--- src/rtl/dmem_stream_reader.sv ---
// dmem_stream_reader
// Read-side master for data-memory port 1. On start it walks `len` consecutive words from a
// word-aligned byte base address and streams them out through a small FIFO with valid/ready and
// a last flag.
//
// Ports:
//   clk, rst_n              clock, asynchronous active-low reset
//   start, base_addr, len   transfer request (sampled only when idle)
//   mem_addr, mem_rdata     memory port 1 (combinational read, same-cycle data)
//   out_data/valid/last     registered FIFO head
//   out_ready               consumer accept
//   busy, done              status: busy while a transfer is in flight, done is a 1-cycle pulse
module dmem_stream_reader #(
  parameter int unsigned FIFO_DEPTH = 4,
  parameter int unsigned LEN_W      = 11
) (
  input  logic             clk,
  input  logic             rst_n,
  input  logic             start,
  input  logic [31:0]      base_addr,
  input  logic [LEN_W-1:0] len,
  output logic [31:0]      mem_addr,
  input  logic [31:0]      mem_rdata,
  output logic [31:0]      out_data,
  output logic             out_valid,
  output logic             out_last,
  input  logic             out_ready,
  output logic             busy,
  output logic             done
);

  localparam int unsigned PtrW = (FIFO_DEPTH > 1) ? $clog2(FIFO_DEPTH) : 1;
  localparam int unsigned CntW = PtrW + 1;

  typedef enum logic [1:0] {StIdle, StFetch, StDrain, StDone} state_e;

  state_e           state_q, state_d;
  logic [31:0]      addr_q, addr_d;
  logic [LEN_W-1:0] remaining_q, remaining_d;

  logic [31:0]           data_mem_q [FIFO_DEPTH];
  logic [FIFO_DEPTH-1:0] last_mem_q;
  logic [PtrW-1:0]       wr_ptr_q, rd_ptr_q;
  logic [CntW-1:0]       count_q;

  logic push, pop;
  logic unused_base;

  // Byte offset bits of the base are dropped on purpose.
  assign unused_base = ^base_addr[1:0];

  assign out_valid = (count_q != '0);
  assign out_data  = data_mem_q[rd_ptr_q];
  // Gate with valid: the slot under rd_ptr may hold a stale last tag once the FIFO empties.
  assign out_last  = out_valid & last_mem_q[rd_ptr_q];
  assign pop       = out_valid & out_ready;
  // A full FIFO still accepts a fetch when the head leaves in the same cycle.
  assign push      = (state_q == StFetch) && ((count_q < CntW'(FIFO_DEPTH)) || pop);

  assign mem_addr  = addr_q;
  assign busy      = (state_q != StIdle);
  assign done      = (state_q == StDone);

  always_comb begin
    state_d     = state_q;
    addr_d      = addr_q;
    remaining_d = remaining_q;
    unique case (state_q)
      StIdle: begin
        if (start) begin
          if (len != '0) begin
            addr_d      = {base_addr[31:2], 2'b00};
            remaining_d = len;
            state_d     = StFetch;
          end else begin
            state_d = StDone;
          end
        end
      end
      StFetch: begin
        if (push) begin
          addr_d      = addr_q + 32'd4;
          remaining_d = remaining_q - LEN_W'(1);
          if (remaining_q == LEN_W'(1)) state_d = StDrain;
        end
      end
      StDrain: begin
        if (pop && out_last) state_d = StDone;
      end
      StDone: begin
        state_d = StIdle;
      end
      default: state_d = StIdle;
    endcase
  end

  always_ff @(posedge clk or negedge rst_n) begin
    if (!rst_n) begin
      state_q     <= StIdle;
      addr_q      <= '0;
      remaining_q <= '0;
    end else begin
      state_q     <= state_d;
      addr_q      <= addr_d;
      remaining_q <= remaining_d;
    end
  end

  always_ff @(posedge clk or negedge rst_n) begin
    if (!rst_n) begin
      for (int unsigned i = 0; i < FIFO_DEPTH; i++) data_mem_q[i] <= '0;
      last_mem_q <= '0;
      wr_ptr_q   <= '0;
      rd_ptr_q   <= '0;
      count_q    <= '0;
    end else begin
      if (push) begin
        data_mem_q[wr_ptr_q] <= mem_rdata;
        last_mem_q[wr_ptr_q] <= (remaining_q == LEN_W'(1));
        wr_ptr_q             <= wr_ptr_q + PtrW'(1);
      end
      if (pop) rd_ptr_q <= rd_ptr_q + PtrW'(1);
      unique case ({push, pop})
        2'b10:   count_q <= count_q + CntW'(1);
        2'b01:   count_q <= count_q - CntW'(1);
        default: count_q <= count_q;
      endcase
    end
  end

endmodule

--- config.mk ---
export PLATFORM = sky130hd
export DESIGN_NAME = dmem_stream_reader
export DESIGN_NICKNAME = d
export VERILOG_FILES = /design/src/rtl/dmem_stream_reader.sv
export SDC_FILE = /design/constraint.sdc
export NUM_CORES = 1
export LEC_CHECK = 0
export ABC_AREA = 1
export CORE_MARGIN = 2
export CORE_UTILIZATION = 46
export DETAILED_ROUTE_END_ITERATION = 10
export PLACE_DENSITY_LB_ADDON = 0.3
export REMOVE_ABC_BUFFERS = 1
export SLEW_MARGIN = 20
export SYNTH_ARGS = -nofsm -noshare
export SYNTH_HDL_FRONTEND = slang
export SYNTH_SLANG_ARGS = --single-unit
--- constraint.sdc ---
create_clock -name clk -period 2.9 [get_ports clk]
set_input_delay 0.725 -clock clk [delete_from_list [all_inputs] [get_ports clk]]
set_output_delay 0.725 -clock clk [all_outputs]
set_load 0.1 [all_outputs]
; Word level (Yosys, flattened, before mapping)
; Index checks and enable logic that the tools add are counted.
[totals]
register_bits = 184
out_inout_bits = 68
inputBits = 79
word_cells = 78
[op_classes]
addsub = 6
reduce_logical = 13
n_eq_ne = 11
mux = 26
bitwise = 4
order_cmp = 7
[op_table]
columns = op, count
row1 = 2-to-1 mux 32 bit, 6
row2 = bitwise mux 128 bit, 1
row3 = binary-select mux 32 bit (select 2 bit), 1
row4 = demux 32 bit (select 2 bit), 1
row5 = one-hot mux 32 bit (2 select lines), 1
row6 = 2-to-1 mux 11 bit, 3
row7 = "adder 32 x 3 -> 32 bit, second input constant", 1
row8 = one-hot mux 11 bit (2 select lines), 1
row9 = "equality test 11 x 1 -> 1 bit, second input constant", 1
row10 = nonzero test 11 bit, 1
row11 = "subtractor 11 x 1 -> 11 bit, second input constant", 1
row12 = 2-to-1 mux 2 bit, 5
row13 = "!= test 2 bit, second input constant", 4
row14 = one-hot mux 2 bit (4 select lines), 1
row15 = AND reduction 4 bit, 2
row16 = "equality test 2 bit, second input constant", 3
row17 = "greater-or-equal comparator 3 bit, second input constant", 2
row18 = "< comparator 2 x 3 -> 1 bit, second input constant", 2
row19 = NOT 2 -> 3 bit, 2
row20 = one-hot mux 3 bit (2 select lines), 1
row21 = nonzero test 2 bit, 3
row22 = "adder 2 x 1 -> 2 bit, second input constant", 2
row23 = bitwise mux 4 bit, 1
row24 = "equality test 2 x 1 -> 1 bit, second input constant", 2
row25 = 14 further kinds, 19

; Logic depth before layout (Yosys ltp)
; Gate-level depths: netlist of run 1.
[depth]
depth_word = 6
depth_mapped = 11
depth_no_buf = 10

; Least setup slack after synthesis of run 1
; No wires, ideal clock.
[synth_timing]
kind = reg-to-output
startpoint = register count_q[0]
endpoint = output out_last
n_path_buf = 0
path_stages_with_launch = 4
slack_ns = -1.319
arrival_time_ns = 3.494
t_required_ns = 2.175
path_cell_list = dfrtp_1 > inv_1 > nand3_1 > a21boi_0
[synth_between]
elab_chain_cells = 2
[synth_lines]
columns = element, line
row1 = start: declaration, 44  ; logic [CntW-1:0] count_q;
row2 = start signal: assignment, 124  ; 2'b10: count_q <= count_q + CntW'(1);
row3 = start signal: assignment, 125  ; 2'b01: count_q <= count_q - CntW'(1);
row4 = start signal: assignment, 126  ; default: count_q <= count_q;
row5 = nonzero test 3 bit, 52  ; assign out_valid = (count_q != '0);
row6 = via out_valid, 25  ; output logic out_valid,
row7 = bitwise AND 1 bit, 55  ; assign out_last = out_valid & last_mem_q[rd_ptr_q];
row8 = end: declaration, 26  ; output logic out_last,
; The timed path passes the listed nets, and every way through them passes these cells.

; Final worst setup path of run 1
[layout_timing]
startpoint = register rd_ptr_q[0]
endpoint = output out_data[23]
[layout_between]
elab_chain_cells = 4
[layout_lines]
columns = element, line
row1 = start: declaration, 43  ; logic [PtrW-1:0] wr_ptr_q, rd_ptr_q;
row2 = start signal: assignment, 122  ; if (pop) rd_ptr_q <= rd_ptr_q + PtrW'(1);
row3 = NOT 2 -> 3 bit (not written as such), 53  ; assign out_data = data_mem_q[rd_ptr_q];
row4 = binary-select mux 32 bit (select 2 bit), 53
row5 = 2-to-1 mux 32 bit (not written as such) (2 in series), 53
row6 = end: declaration, 24  ; output logic [31:0] out_data,
; Every way passes these cells. The select of a mux whose other input is x is not followed.

==> flow_summary.json, run 1 <==
{
  "outcome": "completed",
  "drtAntennaViolNets": 0,
  "finalClockSkew_ps": 11.05,
  "synthArstFlopShare_pct": 100.0,
  "fin_crit_sh_pct": 94.05,
  "fmax_mhz": 366.6,
  "reg2reg_slack_ps": 600,
  "crit_fanout": 50,
  "hp-class": "input port to async pin",
  "crit_cells": 4,
  "vias": 8515,
  "reg2reg_depth": 8,
  "synth_area_per_cell_um2": 7.367,
  "crit_path_start_kind": "flip-flop",
  "fp.dieH_um": 146.8,
  "cp-startpoint": "rd_ptr_q[0]",
  "drive_gt1_share_pct": 9.885,
  "max-slew-margin-rel_pct": 56.33,
  "syn_area_um2": 9378,
  "fin_cells": 1666,
  "slowest_delay_ps": 460,
  "place_inst": 1634,
  "io_buffers": 142,
  "arrival_ps": 2000,
  "synthFlopType": "dfrtp_1",
  "slowest_stage": "dfrtp_2",
  "wl_per_cell_um": 13.93,
  "setup.worst_path.end_class": "output port",
  "grtUsageTotal_pct": 22.10,
  "ios": 147,
  "hold_viol_final": 0,
  "rows": 52,
  "die_w_um": 146.8,
  "critPathTopFamily": "buffers and inverters",
  "h-tree-depth": 4,
  "synth_cells": 1273,
  "antenna_cells": 0,
  "finalWirelength_mm": 23.21,
  "setup_violations": 0,
  "vias_per_cell": 5.111,
  "synth_edf_count": 0,
  "crit_required_ps": 2170,
  "gp_congestion": 0.8495,
  "post_cts_buffers": 0,
  "regToRegEndpoint": "remaining_q[0]",
  "numCtsBuffers": 17,
  "r2r_start": "state_q[1]",
  "final_nets": 1476,
  "final_util_pct": 59.34,
  "firstDrtPassIters": 6,
  "design_area_um2": 11930,
  "grt_pass1_wl_mm": 39.21,
  "grt.overflow.total": 0,
  "dp_hpwl_mm": 15.05,
  "period_minus_slack_ps": 2728,
  "rsz0062_at_grt": "false",
  "synth_top_area_share_pct": 48.57,
  "drt_iter0_drc": 477,
  "areaGrowthSynthToFinish_pct": 27.22,
  "core-area_um2": 20100,
  "drc": 0,
  "dpl_cell_area_um2": 11310,
  "grt_pass1_vias": 8050,
  "crit_buf_inv": 2,
  "setup_tns_ps": 0,
  "crit_type": "flip-flop to output port",
  "cap_violations": 0,
  "yosysSeqAreaShare_pct": 48.57,
  "cts_sinks": 182,
  "synth_cell_types": 31,
  "crit_end": "out_data[23]",
  "worst_pin_slew_ps": 655.1,
  "antenna_found_initial": 0,
  "cts-root-buf": "clkbuf_16",
  "path_cells": "buf_6, o21ai_0, o22ai_1, buf_12",
  "ys_warn_count": 0,
  "start_util_pct": 46.65,
  "ys_top_cells_by_area": "dfrtp_1 (49%), nand2_1 (16%), o21ai_0 (12%)",
  "clk_pin_slew_ps": 80,
  "tritoncts": "built",
  "clk-insertion-delay-late_ps": 430,
  "yosys.area.top_type": "dfrtp_1",
  "clk_path_buf_depth": 2,
  "yosys_register_bits": 182,
  "grt_max_degree": 67,
  "die_area_um2": 21540,
  "slew_viol_final": 0
}
[routing by layer]
metal | GRT usage [%] | part of all wire, %
met5 | 0 | 0
met2 | 37.30 | 49
met4 | 5.146 | 0.81
met3 | 4.161 | 5.4
met1 | 29.71 | 45
[registers in the layout (all words and copies together) (netlist names)]
| register | flops |
|---|---|
| count_q | 3 |
| remaining_q | 11 |
| wr_ptr_q | 2 |
| rd_ptr_q | 2 |
| mem_addr | 30 |
| state_q | 2 |
| data_mem_q | 128 |
| last_mem_q | 4 |
[timing repair]
| action | 4_1_cts | 5_1_grt |
|---|---|---|
| endpoints found under the setup margin | 0 | 21 |
| hold buffers | 0 | 0 |
| gates resized for setup | 0 | 1 |
| hold endpoints to repair | 0 | 0 |
[worst min path at each step]
stage / to
finish: data_mem_q[3]
global route: data_mem_q[3]
CTS: data_mem_q[67]
detailed placement: count_q[0]
global placement: data_mem_q[34]
floorplan: count_q[0]
[placed cells by master (no fill, tap or decap), types with 4 or more instances in the layout]
cell / netlist / layout
clkinv_8: 0 / 4
nor2_1: 174 / 174
nand2_2: 1 / 5
dfrtp_1: 182 / 181
inv_8: 0 / 4
or2_2: 5 / 5
buf_4: 2 / 40
o21ai_0: 226 / 226
inv_1: 94 / 93
clkdlybuf4s50_1: 0 / 75
clkbuf_16: 0 / 17
nand3_1: 53 / 53
ha_1: 13 / 12
nand2_1: 392 / 388
buf_12: 0 / 41
o22ai_1: 34 / 34
[cells in the mapped netlist, types with 3 or more instances]
cell	instances
clkbuf_1	33
or2_2	5
o21ai_0	226
ha_1	13
nor2_2	3
nor2_1	174
buf_2	26
nand3b_1	3
o22ai_1	34
inv_1	94
nand3_1	53
inv_2	3
nand2_1	392
o21ai_2	3
xor2_1	3
dfrtp_1	182
buf_1	5
[final cells by class]
class                           instances  area, um2
Clock buffer                           17      425.4
Sequential cell                       182       4556
Fill cell                            1764       8174
Timing Repair Buffer                  158       1894
Tap cell                              270      337.8
Clock inverter                         15      187.7
Multi-Input combinational cell        927       4165
Inverter                               97      364.1
[through the flow]
step	hold slack, ps	setup WS, ps
3_3_place_gp	461.3	323.9
3_5_place_dp	464.2	274.3
4_1_cts	132.4	26.20
6_report	141.0	172.4
5_1_grt	136.4	72.77
2_1_floorplan	429.4	-2216
[cells by family after synthesis]
kind of cell	after synthesis	synth area share, %
buffers and inverters	165	7.191
xor gates and xnor gates	4	0.3737
adders and majority gates	14	1.948
DFF	182	48.57
AOI/OAI and AO/OA	269	15.02
other	1	0.03999
and+or+nand+nor	638	26.86
Power of run 1 is left out: the tool's default activity adds up to more than one toggle a clock period on the data nets, which glitch-free logic cannot reach.
==> run 2: changes to the inputs <==
ABC_AREA = not set   (was 1)
CTS_CLUSTER_DIAMETER = 50   (was not set)
clock period = 3.3 ns   (was 2.9 ns; I/O delays follow)
==> flow_summary.json, run 2 <==
{
  "regMostFlops": "data_mem_q",
  "clk_pin_slew_ps": 70,
  "drive_gt1_share_pct": 36.47,
  "grt_pass1_vias": 6580,
  "drc": 0,
  "fin_crit_sh_pct": 89.41,
  "synth_area_per_cell_um2": 13.03,
  "multiInputGateArea_um2": 4021,
  "seqCellArea_um2": 4557,
  "rows": 50,
  "met2WireLength_mm": 10.02,
  "rsz0062_at_grt": "false",
  "antenna_cells": 0,
  "grt_pass1_wl_mm": 33.49,
  "ys_top_cells_by_count": "dfrtp_1 (182), mux2_2 (129), a21oi_1 (34)",
  "ios": 147,
  "largest_reg_flops": 128,
  "period_minus_slack_ps": 2950,
  "wl_per_cell_um": 19.22,
  "yosys.area.top_type": "dfrtp_1",
  "synthMostInstantiatedCell": "dfrtp_1",
  "drtAntennaViolNets": 0,
  "vias_per_cell": 5.902,
  "synthFlopType": "dfrtp_1",
  "post_cts_buffers": 0,
  "drt_iter0_drc": 355,
  "synth_cell_types": 57,
  "h-tree-depth": 4,
  "nFillCells": 1464,
  "cap_violations": 0,
  "setup_tns_ps": 0,
  "gp_congestion": 0.8458,
  "syn_area_um2": 8846,
  "io_buffers": 142,
  "setup.worst_path.end_class": "output port",
  "crit_fanout": 13,
  "fmax_mhz": 338.9,
  "finalWirelength_mm": 20.41,
  "finalClockSkew_ps": 10.93,
  "grtUsageTotal_pct": 21.03,
  "synth_cells": 679,
  "mostFrequentLayoutCells": "dfrtp_1 (180), mux2_2 (129), clkdlybuf4s50_1 (75)",
  "reg2reg_depth": 9,
  "die_w_um": 142.7,
  "synth_edf_count": 0,
  "slowest_delay_ps": 670,
  "dpl_cell_area_um2": 10450,
  "hold_viol_final": 0,
  "start_util_pct": 47.13,
  "crit_type": "flip-flop to output port",
  "outcome": "completed",
  "cts-root-buf": "clkbuf_16",
  "cts_resized": 0,
  "reg2reg_slack_ps": 630,
  "numCtsBuffers": 17,
  "route.met3.wl_mm": 1.005,
  "r2r_start": "state_q[1]",
  "core-area_um2": 18770,
  "design_area_um2": 11000,
  "arrival_ps": 2130,
  "firstDrtPassIters": 5,
  "top_layer_used": "met4",
  "max-slew-margin-rel_pct": 41.73,
  "cts_sinks": 182,
  "setup_violations": 0,
  "slowest_stage": "dfrtp_2",
  "areaGrowthSynthToFinish_pct": 24.34,
  "antenna_found_initial": 0,
  "grt_max_degree": 79,
  "tritoncts": "built",
  "crit_required_ps": 2470,
  "vias": 6268,
  "synthArstFlopShare_pct": 100.0,
  "met1Wirelength_mm": 9.104,
  "final_util_pct": 58.61,
  "hp-class": "input port to async pin",
  "synth_top_area_share_pct": 51.49,
  "regToRegEndpoint": "count_q[1]",
  "crit_buf_inv": 2,
  "fp.dieH_um": 142.7,
  "yosysSeqAreaShare_pct": 51.49,
  "clk-insertion-delay-late_ps": 420,
  "cts-hold-fix-buffers": 0,
  "ys_warn_count": 0,
  "slew_viol_final": 0,
  "dp_hpwl_mm": 13.84,
  "final_common_cell": "dfrtp_1",
  "worst_pin_slew_ps": 866.9,
  "grt.overflow.total": 0,
  "yosys_register_bits": 182,
  "critPathTopFamily": "flip-flops",
  "die_area_um2": 20360,
  "ys_top_cells_by_area": "dfrtp_1 (51%), mux2_2 (16%), mux4_2 (8.4%)",
  "final_nets": 909,
  "hold-worst-slack_ps": 450.1,
  "path_cells": "buf_12, mux4_2, buf_4",
  "crit_path_start_kind": "flip-flop",
  "clk_path_buf_depth": 2
}
[run 2: changes by cell type after synthesis, moves of 19 or more]
cell / previous run / this run
a21oi_1: 2 / 34
inv_1: 94 / 15
mux2_2: 0 / 129
mux4_2: 0 / 33
nand2_1: 392 / 22
nand3_1: 53 / 11
nand4_1: 2 / 21
nor2_1: 174 / 16
o21ai_0: 226 / 12
[run 2: worst max-delay path by stage]
stage	startpoint	endpoint	slack [ps]	cells after the start
2_1_floorplan	state_q[1]	mem_addr[8]	-350	7
3_3_place_gp	len[2]	remaining_q[7]	190	7
3_5_place_dp	len[2]	mem_addr[7]	120	7
4_1_cts	rd_ptr_q[0]	out_data[31]	310	3
5_1_grt	rd_ptr_q[0]	out_data[13]	240	3
6_report	rd_ptr_q[0]	out_data[31]	350	3
[run 2: cells by family (layout without fill, tap and decap cells)]
logic type	after synthesis	in the layout	synth area share (%)
flops	182	182	51.49
mux	165	165	25.16
compound gates	134	134	9.647
simple gates	119	119	7.765
buf+inv	58	206	3.239
fa+ha+maj	14	14	2.065
xor+xnor	6	6	0.5942
other cells	1	2	0.04239
[run 2: routing by layer]
layer	global-route usage, %	up-vias
met1	28.16	3140
met5	0	-
li1	-	2872
met4	6.410	0
met2	34.77	232
met3	4.326	24
[run 2: layout make-up]
type / count / share of cell area [%]
tap: 234 / 2.662
multi-input combinational: 440 / 36.56
clock buffer: 18 / 3.902
sequential: 182 / 41.43
inverter: 15 / 0.5119
clock inverter: 13 / 1.138
timing repair buffer: 160 / 13.80
[run 2: worst register-to-register path, cell delays in order (launching register included)]
cell	delay, ps
dfrtp_1	410
inv_1	130
ha_1	180
inv_1	230
nor2_1	610
inv_1	100
ha_1	240
inv_1	70
fa_1	400
o21ai_0	200
[run 2: stage by stage]
| step | cells | setup WS (ps) |
|---|---|---|
| 2_1_floorplan | 637 | -351.7 |
| 3_3_place_gp | 1031 | 188.4 |
| 3_5_place_dp | 1031 | 119.6 |
| 4_1_cts | 1062 | 309.9 |
| 5_1_grt | 1062 | 240.7 |
| 6_report | 1062 | 349.6 |
Power of run 2 is left out for the same reason.
